### config.mk
export PLATFORM = sky130hd
export DESIGN_NAME = m_port
export DESIGN_NICKNAME = d
export VERILOG_FILES = /design/src/rtl/m_port_pkg.sv /design/src/rtl/m_port_deser.sv /design/src/rtl/m_port.sv
export SDC_FILE = /design/constraint.sdc
export NUM_CORES = 1
export LEC_CHECK = 0
export CAP_MARGIN = 20
export CORE_AREA = 4 4 75 129
export CTS_CLUSTER_DIAMETER = 40
export DETAILED_ROUTE_END_ITERATION = 8
export DIE_AREA = 0 0 79 133
export DONT_BUFFER_PORTS = 1
export GPL_ROUTABILITY_DRIVEN = 0
export SLEW_MARGIN = 20
export SYNTH_ARGS = -nofsm -noshare
export SYNTH_HDL_FRONTEND = slang
export SYNTH_SLANG_ARGS = --single-unit
### constraint.sdc
create_clock -name clk -period 2.4 [get_ports clk]
set_input_delay 0.24 -clock clk [delete_from_list [all_inputs] [get_ports clk]]
set_output_delay 0.24 -clock clk [all_outputs]
set_load 0.05 [all_outputs]
### src/rtl/m_port_pkg.sv
// m_port_pkg: shared FSM state encoding, bus mode constants and default widths
// for the bit-serial bus master m_port.
package m_port_pkg;

  typedef enum logic [2:0] {
    IDLE,
    ADDR,
    GAP,
    WDATA,
    WAIT_ACK,
    RDATA
  } state_t;

  localparam logic MODE_ADDR = 1'b0;
  localparam logic MODE_DATA = 1'b1;

  localparam int DEF_ADDR_W = 16;
  localparam int DEF_DATA_W = 8;

  function automatic int maxOf(input int a, input int b);
    return (a > b) ? a : b;
  endfunction

endpackage

### src/rtl/m_port_deser.sv
// m_port_deser: LSB-first read deserialiser with sticky ack; flags completion once
// DATA_W bits and an ack have both been seen, in either order.
module m_port_deser
  import m_port_pkg::*;
#(
  parameter int DATA_W = DEF_DATA_W,
  parameter int CNT_W  = $clog2(DATA_W) + 1
) (
  input  logic              clk,
  input  logic              rst,
  input  logic              i_clear,
  input  logic              i_enable,
  input  logic              i_bit,
  input  logic              i_bitValid,
  input  logic              i_ack,
  output logic [DATA_W-1:0] o_data,
  output logic              o_complete
);

  localparam logic [CNT_W-1:0] LAST = CNT_W'(DATA_W - 1);

  logic [DATA_W-1:0] r_shift;
  logic [CNT_W-1:0]  r_cnt;
  logic              r_ackSeen;
  logic              r_full;
  logic              w_take;
  logic              w_lastBit;

  assign w_take    = i_enable && i_bitValid && !r_full;
  assign w_lastBit = w_take && (r_cnt == LAST);

  // Shifting in from the top leaves the first received bit in position 0 once full.
  assign o_data     = w_take ? {i_bit, r_shift[DATA_W-1:1]} : r_shift;
  assign o_complete = i_enable && (r_full || w_lastBit) && (r_ackSeen || i_ack);

  always_ff @(posedge clk or posedge rst) begin
    if (rst) begin
      r_shift   <= '0;
      r_cnt     <= '0;
      r_ackSeen <= 1'b0;
      r_full    <= 1'b0;
    end else if (i_clear) begin
      r_shift   <= '0;
      r_cnt     <= '0;
      r_ackSeen <= 1'b0;
      r_full    <= 1'b0;
    end else if (i_enable) begin
      if (w_take) begin
        r_shift <= o_data;
        if (w_lastBit) r_full <= 1'b1;
        else           r_cnt  <= r_cnt + 1'b1;
      end
      if (i_ack) r_ackSeen <= 1'b1;
    end
  end

endmodule

### src/rtl/m_port.sv
// m_port: bit-serial bus master. Writes send address, one gap cycle, data, then wait
// for ack; reads send address then collect the reply. Optional M_PORT_TIMEOUT_EN.
module m_port
  import m_port_pkg::*;
#(
  parameter int ADDR_W      = DEF_ADDR_W,
  parameter int DATA_W      = DEF_DATA_W,
  parameter int ACK_TIMEOUT = 255
) (
  input  logic              clk,
  input  logic              rst,
  input  logic              m_req,
  input  logic [ADDR_W-1:0] m_addr,
  input  logic [DATA_W-1:0] m_wdata,
  input  logic              m_rw,
  output logic              m_ready,
  output logic              m_done,
  output logic [DATA_W-1:0] m_rdata,
  output logic              m_rdata_valid,
  output logic              m_timeout,
  output logic              bus_data_out,
  output logic              bus_data_out_valid,
  output logic              bus_mode,
  output logic              bus_rw,
  input  logic              bus_data_in,
  input  logic              bus_data_in_valid,
  input  logic              bus_s_ack,
  input  logic              bus_s_ready
);

  localparam int               MAX_W     = maxOf(ADDR_W, DATA_W);
  localparam int               CNT_W     = $clog2(MAX_W) + 1;
  localparam logic [CNT_W-1:0] ADDR_LAST = CNT_W'(ADDR_W - 1);
  localparam logic [CNT_W-1:0] DATA_LAST = CNT_W'(DATA_W - 1);

  state_t            r_state;
  logic [CNT_W-1:0]  r_bitCnt;
  logic [ADDR_W-1:0] r_addrSh;
  logic [DATA_W-1:0] r_wdataSh;
  logic              w_deserClear;
  logic              w_deserEnable;
  logic              w_deserDone;
  logic [DATA_W-1:0] w_deserData;

`ifdef M_PORT_TIMEOUT_EN
  localparam int              TO_W    = $clog2(ACK_TIMEOUT + 1);
  localparam logic [TO_W-1:0] TO_LAST = TO_W'(ACK_TIMEOUT - 1);
  logic [TO_W-1:0] r_toCnt;
`else
  // ACK_TIMEOUT is never negative, so this keeps the abort pulse permanently low.
  assign m_timeout = (ACK_TIMEOUT < 0);
`endif

  assign m_ready       = (r_state == IDLE);
  assign w_deserClear  = (r_state == ADDR) && (r_bitCnt == ADDR_LAST) && !bus_rw;
  assign w_deserEnable = (r_state == RDATA);

  m_port_deser #(
    .DATA_W (DATA_W),
    .CNT_W  (CNT_W)
  ) u_deser (
    .clk        (clk),
    .rst        (rst),
    .i_clear    (w_deserClear),
    .i_enable   (w_deserEnable),
    .i_bit      (bus_data_in),
    .i_bitValid (bus_data_in_valid),
    .i_ack      (bus_s_ack),
    .o_data     (w_deserData),
    .o_complete (w_deserDone)
  );

  always_ff @(posedge clk or posedge rst) begin
    if (rst) begin
      r_state            <= IDLE;
      r_bitCnt           <= '0;
      r_addrSh           <= '0;
      r_wdataSh          <= '0;
      bus_data_out       <= 1'b0;
      bus_data_out_valid <= 1'b0;
      bus_mode           <= MODE_ADDR;
      bus_rw             <= 1'b0;
      m_done             <= 1'b0;
      m_rdata            <= '0;
      m_rdata_valid      <= 1'b0;
`ifdef M_PORT_TIMEOUT_EN
      m_timeout          <= 1'b0;
      r_toCnt            <= '0;
`endif
    end else begin
      m_done        <= 1'b0;
      m_rdata_valid <= 1'b0;
`ifdef M_PORT_TIMEOUT_EN
      m_timeout     <= 1'b0;
`endif
      unique case (r_state)
        IDLE: begin
          // Bit 0 is registered on the accepting edge so it is on the bus the next cycle.
          if (m_req && bus_s_ready) begin
            r_state            <= ADDR;
            bus_rw             <= m_rw;
            r_wdataSh          <= m_wdata;
            r_addrSh           <= m_addr >> 1;
            bus_data_out       <= m_addr[0];
            bus_data_out_valid <= 1'b1;
            bus_mode           <= MODE_ADDR;
            r_bitCnt           <= '0;
          end
        end
        ADDR: begin
          if (r_bitCnt == ADDR_LAST) begin
            r_bitCnt           <= '0;
            bus_data_out       <= 1'b0;
            bus_data_out_valid <= 1'b0;
            if (bus_rw) begin
              r_state  <= GAP;
              bus_mode <= MODE_ADDR;
            end else begin
              r_state  <= RDATA;
              bus_mode <= MODE_DATA;
`ifdef M_PORT_TIMEOUT_EN
              r_toCnt  <= '0;
`endif
            end
          end else begin
            r_bitCnt     <= r_bitCnt + 1'b1;
            bus_data_out <= r_addrSh[0];
            r_addrSh     <= r_addrSh >> 1;
          end
        end
        GAP: begin
          r_state            <= WDATA;
          r_bitCnt           <= '0;
          bus_data_out       <= r_wdataSh[0];
          r_wdataSh          <= r_wdataSh >> 1;
          bus_data_out_valid <= 1'b1;
          bus_mode           <= MODE_DATA;
        end
        WDATA: begin
          if (r_bitCnt == DATA_LAST) begin
            r_state            <= WAIT_ACK;
            r_bitCnt           <= '0;
            bus_data_out       <= 1'b0;
            bus_data_out_valid <= 1'b0;
`ifdef M_PORT_TIMEOUT_EN
            r_toCnt            <= '0;
`endif
          end else begin
            r_bitCnt     <= r_bitCnt + 1'b1;
            bus_data_out <= r_wdataSh[0];
            r_wdataSh    <= r_wdataSh >> 1;
          end
        end
        WAIT_ACK: begin
          if (bus_s_ack) begin
            m_done   <= 1'b1;
            r_state  <= IDLE;
            bus_mode <= MODE_ADDR;
          end
`ifdef M_PORT_TIMEOUT_EN
          else if (r_toCnt == TO_LAST) begin
            m_timeout <= 1'b1;
            r_state   <= IDLE;
            bus_mode  <= MODE_ADDR;
          end else begin
            r_toCnt <= r_toCnt + 1'b1;
          end
`endif
        end
        RDATA: begin
          // Completion beats a timeout that would expire on the same edge.
          if (w_deserDone) begin
            m_rdata       <= w_deserData;
            m_rdata_valid <= 1'b1;
            m_done        <= 1'b1;
            r_state       <= IDLE;
            bus_mode      <= MODE_ADDR;
          end
`ifdef M_PORT_TIMEOUT_EN
          else if (r_toCnt == TO_LAST) begin
            m_timeout <= 1'b1;
            r_state   <= IDLE;
            bus_mode  <= MODE_ADDR;
          end else begin
            r_toCnt <= r_toCnt + 1'b1;
          end
`endif
        end
        default: r_state <= IDLE;
      endcase
    end
  end

endmodule
==> results of run 1 <==
synth_stat cells, types with 2 or more instances:
cell type,count
a21oi_1,32
nor2_1,30
mux2_2,13
nand2_1,8
buf_2,5
nor4_1,2
nand2b_1,4
nor3_1,3
dfrtp_1,60
nand3_1,4
a31oi_1,8
a21o_1,3
inv_1,13
nand4_1,2
ha_1,4
nor2b_1,7
a22o_1,2
buf_4,5
or2_2,2
o21ai_0,9
mux2i_1,27
xnor2_1,4
clkbuf_1,2
state kept, by name (all words and copies together) (netlist names):
name and cells:
r_wdataSh 8, r_state 3, u_deser.r_full 1, r_bitCnt 5
u_deser.r_ackSeen 1, m_done 1, m_rdata 8, m_rdata_valid 1
bus_data_out 1, bus_mode 1, bus_data_out_valid 1, bus_rw 1
u_deser.r_shift 8, u_deser.r_cnt 5, r_addrSh 15
timing repair:
item                       in CTS  in global routing
gates resized for setup         0                  0
hold buffers                    1                  0
setup endpoints to repair       0                  0
hold endpoints to repair       16                  0
logic make-up (layout without fill, tap and decap cells):
| logic type | count (synthesis) | in the layout | synth area share (%) |
|---|---|---|---|
| AO/OA/AOI/OAI | 66 | 66 | 13.7 |
| flip-flops | 60 | 60 | 51.2 |
| other | 1 | 1 | 0.128 |
| AND/OR/NAND/NOR | 73 | 73 | 13.4 |
| buffers and inverters | 26 | 43 | 4.44 |
| multiplexers | 40 | 40 | 14.2 |
| XOR/XNOR | 4 | 4 | 1.19 |
| adder cells (fa/ha/maj) | 4 | 4 | 1.71 |
layer usage:
layer | share of wire [%] | routed length, um | vias to the layer above | track usage, %
li1 | - | - | 986 | -
met1 | 41 | 2510 | 928 | 15.1
met2 | 52 | 3150 | 38 | 19.7
met3 | 4.8 | 289 | 11 | 3.61
met4 | 1.9 | 114 | 2 | 6.50
met5 | 0.13 | 8 | - | 0
layout make-up:
| type | count | share of cell area (%) |
|---|---|---|
| clock inverters | 4 | 2.03 |
| clock buffers | 12 | 7.74 |
| well taps | 117 | 4.25 |
| flip-flops and latches | 60 | 43.6 |
| inverters | 13 | 1.42 |
| multi-input cells | 188 | 37.8 |
| repair buffers | 14 | 3.12 |
worst min path at each step:
stage | startpoint | slack [ns] | to | cells after the start
final | m_rw | 0.07 | bus_rw | 1
after global placement | rst | 0.12 | r_addrSh[3] | 1
after CTS | m_rw | 0.06 | bus_rw | 1
after floorplan | m_addr[15] | 0.38 | r_addrSh[14] | 2
after global routing | m_rw | 0.06 | bus_rw | 1
after detailed placement | rst | 0.13 | r_addrSh[3] | 1
cells in the final DEF (no fill, tap or decap), types with 2 or more instances in the layout:
| cell | count |
|---|---|
| inv_1 | 12 |
| xnor2_1 | 4 |
| clkbuf_8 | 3 |
| nor2b_1 | 7 |
| or2_2 | 2 |
| nor2_1 | 30 |
| clkbuf_16 | 9 |
| a22o_1 | 2 |
| o21ai_0 | 9 |
| a21o_1 | 3 |
| a21oi_1 | 32 |
| nand3_1 | 4 |
| clkinv_2 | 2 |
| nand2_1 | 8 |
| nor3_1 | 3 |
| bufinv_16 | 2 |
| mux2_2 | 13 |
| buf_4 | 13 |
| nand4_1 | 2 |
| nand2b_1 | 4 |
| nor4_1 | 2 |
| ha_1 | 4 |
| a31oi_1 | 8 |
| dfrtp_1 | 60 |
| mux2i_1 | 27 |
power by group:
part	switching, mW	internal [mW]
sequential	0.575	1.46
clock	0.441	0.989
combinational	0.959	0.770
total	1.97	3.22
metrics by stage:
step                instances  util, %  setup WS (ns)
finish                    408     39.7          0.341
global route              408     39.7          0.177
CTS                       408     39.7          0.328
detailed placement        391     35.7          0.352
global placement          391     35.7          0.435
floorplan                 274        -          0.566
worst register-to-register path: cells and delay by family, from the launching register on:
family / cells / cell delay, ns
fa+ha+maj: 2 / 0.50
compound gates: 3 / 0.71
flops: 1 / 0.40
simple gates: 2 / 0.38
==> impl_metrics.env, run 1 <==
export IMPL_status="complete, no violations"
export IMPL_syn_inst=274
export IMPL_crit_start="r_bitCnt[0]"
export IMPL_regArea_um2=1500
export IMPL_leakage_nw=1.56
export IMPL_grt_max_degree=30
export IMPL_synth_top_area_share_pct=51.2
export IMPL_dieArea_um2=10500
export IMPL_power_density_cell_area_nw_per_um2=1510
export IMPL_ios=48
export IMPL_crit_required_ns=2.66
export IMPL_fin_skew_ns=0.00408
export IMPL_r2r_start="r_bitCnt[0]"
export IMPL_period_share_pct=85.8
export IMPL_worstMarginPinSlew_ns=0.538
export IMPL_synth_edf_count=0
export IMPL_portBuffers=0
export IMPL_cts_root_buf="clkbuf_16"
export IMPL_post_cts_buffers=0
export IMPL_crit_type="reg2reg"
export IMPL_clkSinkCount=60
export IMPL_place_area_um2=3100
export IMPL_synth_async_reset_ratio_pct=100
export IMPL_crit_arrival_ns=2.32
export IMPL_clk_path_buf_depth=2
export IMPL_drt_vias_per_instance=4.82
export IMPL_finalSetupTns_ns=0
export IMPL_numCtsBuffers=9
export IMPL_cp_depth=7
export IMPL_cp_endpoint="r_bitCnt[3]"
export IMPL_synthFlopType="dfrtp_1"
export IMPL_synth_cell_type_count=48
export IMPL_crit_slowest_cell="a211oi_2"
export IMPL_die_y_um=133
export IMPL_die_width_um=79
export IMPL_rows=45
export IMPL_drt_iter0_drc=83
export IMPL_final_area_um2=3440
export IMPL_n_fill_cell=885
export IMPL_grt_pass1_wl_mm=10.0
export IMPL_num_antenna_cells=0
export IMPL_wl_per_cell_um=14.9
export IMPL_htreeDepth=3
export IMPL_cts_tree="built"
export IMPL_syn_area_um2=2930
export IMPL_fin_nets=322
export IMPL_rr_worst_depth=7
export IMPL_syn_avg_cell_area_um2=10.7
export IMPL_finalPower_mw=5.20
export IMPL_insertion_delay_ns=0.32
export IMPL_period_minus_slack_ns=2.06
export IMPL_first_pass_iters=4
export IMPL_reg2reg_slack_ns=0.34
export IMPL_core_area_um2=8670
export IMPL_clk_pin_slew_ns=0.05
export IMPL_regToRegEndpoint="r_bitCnt[3]"
export IMPL_drv_slew=0
export IMPL_relSlewSlack_pct=64.1
export IMPL_synth_warnings=0
export IMPL_routed_wl_mm=6.07
export IMPL_fmax_mhz=486
export IMPL_vias=1965
export IMPL_peakVddDrop_v=0.000713
export IMPL_syn_num_nets=310
export IMPL_crit_chain="ha_1 > and3_1 > ha_1 > nor2b_1 > a211oi_2 > a21o_1 > a22o_1"
export IMPL_start_util_pct=33.8
export IMPL_crit_buf_inv=0
export IMPL_hold_slack_ns=0.0684
export IMPL_areaGrowthSynthToFinish_pct=17.4
export IMPL_rsz0062_at_grt="no"
export IMPL_ys_seq_area_share_pct=51.2
export IMPL_synthTopCellsByArea="dfrtp_1, mux2i_1, a21oi_1"
export IMPL_drtAntennaViolNets=0
export IMPL_drc=0
export IMPL_start_kind="register"
export IMPL_grt_overflow_total=0
export IMPL_endpoint_kind="register"
export IMPL_crit_fanout=7
export IMPL_antenna_found_initial=1
export IMPL_hpwlAfterDp_mm=4.51
export IMPL_synth_seq_cells=60
export IMPL_hp_class="in2reg"
export IMPL_synth_top_area_cell="dfrtp_1"
export IMPL_final_setup_viol_count=0
export IMPL_cp_top_family="compound AO/OA/AOI/OAI gates"
export IMPL_cpMostUsedCell="ha_1"
export IMPL_layout_drive_gt1_share_pct=19.6
export IMPL_grtUsageTotal_pct=12.5
export IMPL_max_stage_delay_ns=0.42
export IMPL_grt_pass1_vias=1976
export IMPL_drv_cap=0
export IMPL_hold_violations=0
export IMPL_multi_input_area_um2=1300
Note: power is estimated with default switching activity, not from simulation.
==> run 2: changes to the inputs <==
--- a/config.mk
+++ b/config.mk
@@ -6,12 +6,15 @@
 export NUM_CORES = 1
 export LEC_CHECK = 0
 export CAP_MARGIN = 20
+export CELL_PAD_IN_SITES_DETAIL_PLACEMENT = 1
+export CELL_PAD_IN_SITES_GLOBAL_PLACEMENT = 2
 export CORE_AREA = 4 4 75 129
 export CTS_CLUSTER_DIAMETER = 40
 export DETAILED_ROUTE_END_ITERATION = 8
 export DIE_AREA = 0 0 79 133
 export DONT_BUFFER_PORTS = 1
 export GPL_ROUTABILITY_DRIVEN = 0
+export PLACE_DENSITY_LB_ADDON = 0.1
 export SLEW_MARGIN = 20
 export SYNTH_ARGS = -nofsm -noshare
 export SYNTH_HDL_FRONTEND = slang
==> run 2 against run 1 <==
Combinational power barely moved; sequential power hardly changed; highest routed layer is now met4; cell area shrank 1.1%; global-route usage rose by 1.9 points; largest cell class unchanged; clock skew about the same; critical endpoint unchanged; critical path depth did not move; count of clock-buffer cells in the layout is 1 lower.
==> impl_metrics.env, run 2 (synthesis gave the netlist of run 1 again) <==
export IMPL_die_width_um=79
export IMPL_r2r_start="r_bitCnt[0]"
export IMPL_hold_slack_ns=0.0643
export IMPL_period_minus_slack_ns=2.11
export IMPL_start_kind="register"
export IMPL_grt_pass1_vias=2240
export IMPL_drv_cap=0
export IMPL_clk_path_buf_depth=2
export IMPL_final_common_cell="dfrtp_1"
export IMPL_leakage_nw=1.53
export IMPL_grtUsageTotal_pct=14.4
export IMPL_power_density_cell_area_nw_per_um2=1490
export IMPL_regArea_um2=1500
export IMPL_top_register="r_addrSh"
export IMPL_finalPower_mw=5.07
export IMPL_n_fill_cell=1004
export IMPL_crit_type="reg2reg"
export IMPL_endpoint_kind="register"
export IMPL_cts_tree="built"
export IMPL_finalSetupTns_ns=0
export IMPL_drt_iter0_drc=64
export IMPL_wl_per_cell_um=16.8
export IMPL_die_y_um=133
export IMPL_peakVddDrop_v=0.000591
export IMPL_drc=0
export IMPL_grt_pass1_wl_mm=11.6
export IMPL_grt_overflow_total=0
export IMPL_crit_required_ns=2.66
export IMPL_final_setup_viol_count=0
export IMPL_hp_start="m_addr[15]"
export IMPL_insertion_delay_ns=0.32
export IMPL_first_pass_iters=4
export IMPL_core_area_um2=8670
export IMPL_portBuffers=0
export IMPL_routed_wl_mm=6.87
export IMPL_crit_fanout=7
export IMPL_drt_vias_per_instance=5.02
export IMPL_post_cts_buffers=0
export IMPL_areaGrowthSynthToFinish_pct=16.0
export IMPL_status="complete, no violations"
export IMPL_layout_drive_gt1_share_pct=18.9
export IMPL_cts_resized=0
export IMPL_drv_slew=0
export IMPL_final_cell_mix="dfrtp_1, a21oi_1, nor2_1"
export IMPL_crit_start="r_bitCnt[0]"
export IMPL_crit_arrival_ns=2.37
export IMPL_largest_reg_flops=15
export IMPL_rsz0062_at_grt="no"
export IMPL_fin_skew_ns=0.00445
export IMPL_relSlewSlack_pct=56.4
export IMPL_ios=48
export IMPL_hold_violations=0
export IMPL_vias=2048
export IMPL_start_util_pct=33.8
export IMPL_multi_input_area_um2=1300
export IMPL_hp_class="in2reg"
export IMPL_period_share_pct=87.9
export IMPL_fmax_mhz=474
export IMPL_cts_root_buf="clkbuf_16"
export IMPL_dieArea_um2=10500
export IMPL_rows=45
export IMPL_numCtsBuffers=9
export IMPL_num_antenna_cells=0
export IMPL_worstMarginPinSlew_ns=0.653
export IMPL_antenna_found_initial=0
export IMPL_clkSinkCount=60
export IMPL_hpwlAfterDp_mm=4.91
export IMPL_grt_max_degree=34
export IMPL_drtAntennaViolNets=0
export IMPL_clk_pin_slew_ns=0.05
export IMPL_fin_nets=322
export IMPL_htreeDepth=3
==> run 2: path summary, 6_finish.rpt <==
check	endpoint	slack (ns)	cells past startpoint
setup / recovery	r_bitCnt[3]	0.29	7
hold / removal	r_addrSh[14]	0.06	2
setup reg to reg	r_bitCnt[3]	0.29	7
hold reg to reg	r_wdataSh[7]	0.49	1
max in group asynchronous	r_bitCnt[4]	1.31	3
min in group asynchronous	m_rdata[3]	0.46	2
==> run 2: stage by stage <==
step           instances  area, um^2  setup slack (ns)  util, %
2_1_floorplan        274        2930             0.566        -
3_3_place_gp         391        3110             0.362     35.9
3_5_place_dp         391        3110             0.311     35.9
4_1_cts              408        3400             0.283     39.3
5_1_grt              408        3400             0.153     39.3
6_report             408        3400             0.290     39.3
==> run 2: final cells by class <==
cell class | instances | share of cell area (%)
Clock buffer | 11 | 6.84
Tap cell | 117 | 4.30
Multi-Input combinational cell | 188 | 38.3
Clock inverter | 5 | 1.54
Inverter | 13 | 1.43
Sequential cell | 60 | 44.1
Timing Repair Buffer | 14 | 3.53
==> run 2: power breakdown <==
group          internal [mW]  switching [mW]  total (mW)
clock                  0.797           0.445        1.24
combinational          0.779           0.982        1.76
sequential              1.46           0.604        2.06
total                   3.04            2.03        5.07
==> run 2: repair_timing <==
item / CTS / global route
endpoints found under the setup margin: 0 / 0
hold endpoints to repair: 27 / 0
hold buffers: 1 / 0
==> run 2: per-layer routing <==
metal / vias up / global-route usage [%] / wire [um]
met5: - / 0 / 0
li1: 991 / - / -
met3: 9 / 5.31 / 410
met2: 43 / 22.7 / 3510
met1: 1005 / 17.5 / 2830
met4: 0 / 5.74 / 116
==> run 2: critical path, cell delays in order, from the launching register on <==
cell and delay (ns):
dfrtp_1 0.41, ha_1 0.24, and3_1 0.21, ha_1 0.25
nor2b_1 0.17, a211oi_2 0.47, a21o_1 0.18, a22o_1 0.12
